<file path="config.mk">
export PLATFORM = sky130hd
export DESIGN_NAME = sel_encoder
export DESIGN_NICKNAME = d
export VERILOG_FILES = /design/src/rtl/sel_encoder_pkg.sv /design/src/rtl/msb_index.sv /design/src/rtl/sel_encoder.sv
export SDC_FILE = /design/constraint.sdc
export NUM_CORES = 1
export LEC_CHECK = 0
export ABC_AREA = 1
export CORE_MARGIN = 4
export CORE_UTILIZATION = 40
export DETAILED_ROUTE_END_ITERATION = 7
export GPL_ROUTABILITY_DRIVEN = 0
export GPL_TIMING_DRIVEN = 0
export PLACE_DENSITY = 0.72
export SYNTH_ARGS = -nofsm -noshare
export SYNTH_HDL_FRONTEND = slang
export SYNTH_SLANG_ARGS = --single-unit
</file>
<file path="constraint.sdc">
create_clock -name clk -period 1.2 [get_ports clk]
set_input_delay 0.18 -clock clk [delete_from_list [all_inputs] [get_ports clk]]
set_output_delay 0.18 -clock clk [all_outputs]
set_load 0.02 [all_outputs]
</file>
<file path="src/rtl/sel_encoder_pkg.sv">
// Shared constants and state encoding for the select-code priority encoder.
package sel_encoder_pkg;

  localparam int unsigned SEL_ENC_N_REQ = 4;
  localparam int unsigned SEL_ENC_IDX_W = 2;

  typedef enum logic [0:0] {
    SEL_ENC_IDLE = 1'b0,
    SEL_ENC_EMIT = 1'b1
  } sel_enc_state_e;

endpackage

</file>
<file path="src/rtl/msb_index.sv">
// Combinational priority scan: index of the highest set mask bit, plus single/none flags.
module msb_index
  import sel_encoder_pkg::*;
#(
  parameter int unsigned N_REQ = SEL_ENC_N_REQ,
  parameter int unsigned IDX_W = SEL_ENC_IDX_W
) (
  input  logic [N_REQ-1:0] mask_i,
  output logic [IDX_W-1:0] idx_o,
  output logic             single_o,
  output logic             none_o
);

  // Ascending scan so the highest set bit is the last one written.
  always_comb begin
    idx_o = '0;
    for (int i = 0; i < N_REQ; i++) begin
      if (mask_i[i]) idx_o = IDX_W'(i);
    end
  end

  assign none_o   = (mask_i == '0);
  assign single_o = !none_o && ((mask_i & (mask_i - N_REQ'(1))) == '0);

endmodule

</file>
<file path="src/rtl/sel_encoder.sv">
// Sequential MSB-first priority encoder feeding the 2-bit select decoder.
// Optional macro SEL_ENC_XCHECK_EN drops request vectors carrying X/Z bits (simulation only).
module sel_encoder
  import sel_encoder_pkg::*;
#(
  parameter int unsigned N_REQ = SEL_ENC_N_REQ,
  parameter int unsigned IDX_W = SEL_ENC_IDX_W
) (
  input  logic             clk,
  input  logic             rst,
  input  logic             req_valid,
  output logic             req_ready,
  input  logic [N_REQ-1:0] req_vec,
  output logic             out_valid,
  input  logic             out_ready,
  output logic [IDX_W-1:0] out_sel,
  output logic             out_last,
  output logic             busy,
  output logic             err
);

  sel_enc_state_e   state_q, state_d;
  logic [N_REQ-1:0] mask_q, mask_d;
  logic             out_valid_q, out_valid_d;
  logic [IDX_W-1:0] out_sel_q, out_sel_d;
  logic             out_last_q, out_last_d;
  logic             busy_q, busy_d;
  logic             err_q, err_d;

  logic [IDX_W-1:0] nx_idx;
  logic             nx_single;
  logic             nx_none;
  logic             vec_drop;

`ifdef SEL_ENC_XCHECK_EN
  assign vec_drop = (req_vec == '0) || ((^req_vec) === 1'bx);
`else
  assign vec_drop = (req_vec == '0);
`endif

  assign req_ready = (state_q == SEL_ENC_IDLE) && !rst;

  // Outputs are precomputed from the next mask so they are valid the cycle after the edge.
  msb_index #(
    .N_REQ (N_REQ),
    .IDX_W (IDX_W)
  ) u_msb_index (
    .mask_i   (mask_d),
    .idx_o    (nx_idx),
    .single_o (nx_single),
    .none_o   (nx_none)
  );

  always_ff @(posedge clk) begin
    if (rst) begin
      state_q     <= SEL_ENC_IDLE;
      mask_q      <= '0;
      out_valid_q <= 1'b0;
      out_sel_q   <= '0;
      out_last_q  <= 1'b0;
      busy_q      <= 1'b0;
      err_q       <= 1'b0;
    end else begin
      state_q     <= state_d;
      mask_q      <= mask_d;
      out_valid_q <= out_valid_d;
      out_sel_q   <= out_sel_d;
      out_last_q  <= out_last_d;
      busy_q      <= busy_d;
      err_q       <= err_d;
    end
  end

  always_comb begin
    state_d = state_q;
    mask_d  = mask_q;
    err_d   = 1'b0;

    case (state_q)
      SEL_ENC_IDLE: begin
        if (req_valid && req_ready) begin
          if (vec_drop) begin
            err_d = 1'b1;
          end else begin
            mask_d  = req_vec;
            state_d = SEL_ENC_EMIT;
          end
        end
      end
      SEL_ENC_EMIT: begin
        if (out_valid_q && out_ready) begin
          mask_d = mask_q & ~(N_REQ'(1) << out_sel_q);
          if (out_last_q) state_d = SEL_ENC_IDLE;
        end
      end
      default: state_d = SEL_ENC_IDLE;
    endcase

    out_valid_d = (state_d == SEL_ENC_EMIT) && !nx_none;
    out_sel_d   = nx_idx;
    out_last_d  = (state_d == SEL_ENC_EMIT) && nx_single;
    busy_d      = (state_d == SEL_ENC_EMIT);
  end

  assign out_valid = out_valid_q;
  assign out_sel   = out_sel_q;
  assign out_last  = out_last_q;
  assign busy      = busy_q;
  assign err       = err_q;

endmodule

</file>
== Word level (Yosys, flattened, before mapping) ==
Cells that the tools add are included.
Word-level totals
  register bits: 10
Operators by class
  add/subtract/negate cells: 1
  shifts and indexed selects: 1
  mux-type cells: 13
  bitwise logic cells: 5
  reduce and logical (&&, ||, !) cells: 12
Operators with widths (count)
  4-bit zero test: 3
  4-bit 2-to-1 mux: 3
  4-bit AND: 2
  4-bit one-hot mux with 2 select lines: 1
  1-bit logical AND: 6
  1-bit 2-to-1 mux: 6
  2-bit 2-to-1 mux: 2
  4-bit inverter: 1
  1-bit by 2-bit left shift with 4-bit output, first input constant: 1
  4-bit by 1-bit subtractor with 4-bit output, second input constant: 1
  3-bit OR reduction: 1
  1-bit zero test: 2
  1-bit inverter: 2
  1-bit one-hot mux with 2 select lines: 1

== Logic depth before layout (Yosys ltp) ==
  word-level depth: 10
  gate-level depth with buffers: 12

== Modules after synthesis ==
A second synthesis with hierarchy kept.
Unflattened totals
  cells, all modules: 88
  area total of the unflattened synthesis: 533.0 um^2
By module, submodules not included
  sel_encoder: times used 1, cells an instance 72, area each 457.9 um^2, seq. area each 200.2 um^2
  msb_index: times used 1, cells an instance 16, area each 75.1 um^2, seq. area each 0.0 um^2

== Worst setup path before layout ==
No wires, ideal clock.
  path type: flip-flop to flip-flop
  start: register, netlist name busy
  end: register out_last_q, in the netlist out_last
  library setup time: 0.118 ns
  arrival time: 1.183 ns
  path slack: -0.100 ns
  stages on the path, launching flop included: 11
  buffers on the path: 0
  clock period less this slack: 1.300 ns
  path through: dfxtp_1 inv_2 nand2_4 nor2_8 nand2_4 nand2_1 nand2_2 nand2_2 nand2_1 o21ai_1 nor2_1
RTL lines
  to (signal assigned): RTL line sel_encoder.sv:68  | out_last_q <= out_last_d;
  to (decl): RTL line sel_encoder.sv:26  | logic out_last_q, out_last_d;

==> results by group <==
Outcome
  – Failing checks: setup timing
  – Status: finished, violations left

Layout
  – FF+latch area: 206 um2
  – Utilization after layout: 67.2%
  – Antenna cell count: 0
  – Layout cells sized above 1: 44.3%
  – Fill cells: 108
  – Multi-input gate area: 313 um2
  – Post-route cell area: 787 um2
  – Area Overhead vs Synth: 49.8%
  – Layout Nets: 106

Synth
  – Unique masters post-synth: 16
  – Syn nets: 80
  – Cell with the most instances after synthesis: nand2_1
  – Mapped Cells: 72
  – Post-synth top cells: 21 x nand2_1, 10 x dfxtp_1, 9 x nand2_2
  – Most used DFF post-synth: dfxtp_1
  – Post-synth EDFFs: 0
  – Area contributors post-synth: dfxtp_1 38%, nand2_1 15%, nand2_2 11%, nand2_4 6.4%, nor2_1 5.0%
  – Netlist Area Pre-Place: 526 um2
  – Sequential area share after synthesis: 38.1%
  – Ys async rst share: 0%
  – Avg Cell Area, Syn: 7.30 um2
  – Yosys top cell by area: dfxtp_1
  – Synth Register Bits: 10
  – Yosys Warn Count: 0
  – Post-synth top area share: 38.1%

Min path
  – HP Class: primary input to flip-flop

Timing
  – RSZ-0062 raised after global routing: yes
  – Slew Limit Fails: 0
  – Min Tclk post-route: 1.31 ns
  – Count of final hold-check violations: 0
  – Worst Skew: 0.0261 ns
  – Final period util: 109%
  – Hold Slack: 0.103 ns
  – Setup WS post-layout: -0.106 ns
  – Slew headroom: 82.3%
  – Final Setup Violations: 4
  – Worst Tran Pin Value: 0.265 ns
  – FMAX: 766 MHz

Worst setup path
  – Flop-to-flop setup slack: -0.11 ns
  – Critical-path maximum fanout: 5
  – Buffers plus inverters on the worst setup path: 2
  – CP max-delay cell: dfxtp_4
  – R2R Path Start: busy
  – CP cell instances: inv_4 -> nand2_4 -> nor2_8 -> nand2_4 -> nand2_2 -> nand2_2 -> buf_4 -> nand4_1 -> nand3_1 -> nor2_2
  – Worst EP arrival: 1.54 ns
  – Reg2reg path depth: 10
  – Setup CP Type: flip-flop to flip-flop
  – Worst Setup SP: busy
  – Crit-path leading delay family: simple AND/OR/NAND/NOR gates
  – Critical Path Max Stage Delay: 0.36 ns
  – Cell depth of the worst setup path: 10
  – Crit path to: out_last
  – Reg2reg end: out_last
  – Crit end category: flip-flop
  – CP required: 1.43 ns
  – Startpoint types: flip-flop

Pwr
  – Leak: 0.000371 uW
  – Pwr dens: 1090 mW/mm2
  – Clock Power Share: 30.7%
  – Maximum VDD drop: 0.703 mV
  – Total Power: 860 uW
  – Psw: 281 uW
  – Internal Power: 579 uW
  – Reg power frac: 42.8%
  – Sw frac: 32.6%
  – Combinational fraction of design power: 26.5%

Clocking
  – Worst-path clk slew: 0.09 ns
  – Clock root cell: clkbuf_4
  – Clock sinks: 10
  – Total CTS buffers: 3
  – # H-tree levels: 1
  – Max clock buf depth: 2
  – Clock Latency Late Sink: 0.29 ns
  – Hold_buf cts: 0
  – CTS tree: done

Die
  – DIE AREA: 0.00196 mm2
  – Core footprint: 0.00117 mm2
  – Die Y: 44.2 um
  – I/O pins: 15
  – Cell row count: 12
  – Starting Density: 44.9%
  – DIE WIDTH: 44.2 um

GRT
  – Vias in the first global route: 564
  – First-pass GRT wire length: 2370 um
  – Pin count of the biggest net entering global routing: 9
  – Antenna violations before repair: 0
  – Total grt overflow: 0
  – GRT Total Usage: 17.2%

Route
  – Total wire length: 1540 um
  – DR vias: 557
  – DRC Markers: 0
  – Initial DRC Count: 11
  – Pre-Repair DR Iteration Count: 4
  – Vias/cell: 5.02
  – Post-DRT Antenna Nets: 0
  – Routed WL per cell: 13.9 um

Flow run
  – Max Cap Viol: 0

Place
  – Post-DP HPWL: 918 um
  – Placed Area: 683 um2
  – Port bufs: 13
logic make-up (layout without fill, tap and decap cells):
kind of cell,Yosys count,count (layout),share of synthesized area [%]
DFF,10,10,38.1
and+or+nand+nor,46,46,46.2
buffers and inverters,8,33,8.10
AOI/OAI and AO/OA,8,8,7.62
power groups by stage:
stage | sequential, uW | combinational [uW] | clock (uW)
final | 368 | 228 | 264
after global routing | 370 | 246 | 286
after CTS | 364 | 208 | 259
after detailed placement | 374 | 186 | 0
after global placement | 374 | 182 | 0
after floorplan | 387 | 103 | 0
cells in the final DEF (no fill, tap or decap), drive strengths merged:
master | netlist | layout
dlygate4sd2 | 0 | 3
dfxtp | 10 | 10
nand2 | 33 | 33
clkdlybuf4s50 | 0 | 6
clkinv | 1 | 1
nor3 | 1 | 1
a21oi | 2 | 2
clkbuf | 0 | 6
o21ai | 6 | 6
nor2 | 8 | 8
nand3 | 2 | 2
clkdlybuf4s15 | 0 | 1
inv | 6 | 6
buf | 1 | 10
nand4 | 2 | 2
area by class of cell:
cell class	instances	area share, %
plain buffers	1	1.43
flip-flops and latches	10	26.2
clock buffers	4	3.34
well taps	14	2.23
repair buffers	21	22.7
inverters	7	4.29
multi-input cells	54	39.7
sequential cells by signal, indices dropped and copies added (netlist names):
signal and count:
err 1, out_sel 2, mask_q 4, busy 1, out_last 1, out_valid 1
per-stage QoR:
step                      cells  TNS, ns  worst slack [ns]
after floorplan              72  -0.0125           -0.0107
after global placement       99    -1.75            -0.355
after detailed placement     99    -2.00            -0.394
after CTS                   108   -0.282           -0.0919
after global routing        111   -0.647            -0.198
final                       111   -0.327            -0.106
timing repair:
action,CTS,global route
setup buffers,5,3
pin swaps,8,6
endpoints found under the setup margin,10,9
gates resized for setup,17,16
routing by layer:
layer | global-route usage (%) | vias to the layer above | part of all wire, %
met2 | 32.8 | 14 | 55
met5 | 0 | - | 0
met4 | 9.04 | 0 | 3.1
met1 | 14.4 | 262 | 37
met3 | 7.72 | 7 | 5.1
li1 | - | 274 | -
worst min path at each step:
stage               from         end  slack (ns)  cells past startpoint
floorplan            rst  out_sel[1]        0.37                      2
finish               rst   mask_q[0]        0.10                      2
global route         rst   mask_q[0]        0.11                      2
detailed placement   rst  out_sel[1]        0.39                      2
global placement     rst  out_sel[1]        0.39                      2
CTS                  rst   mask_q[0]        0.10                      2
(Power assumes the default switching activity.)
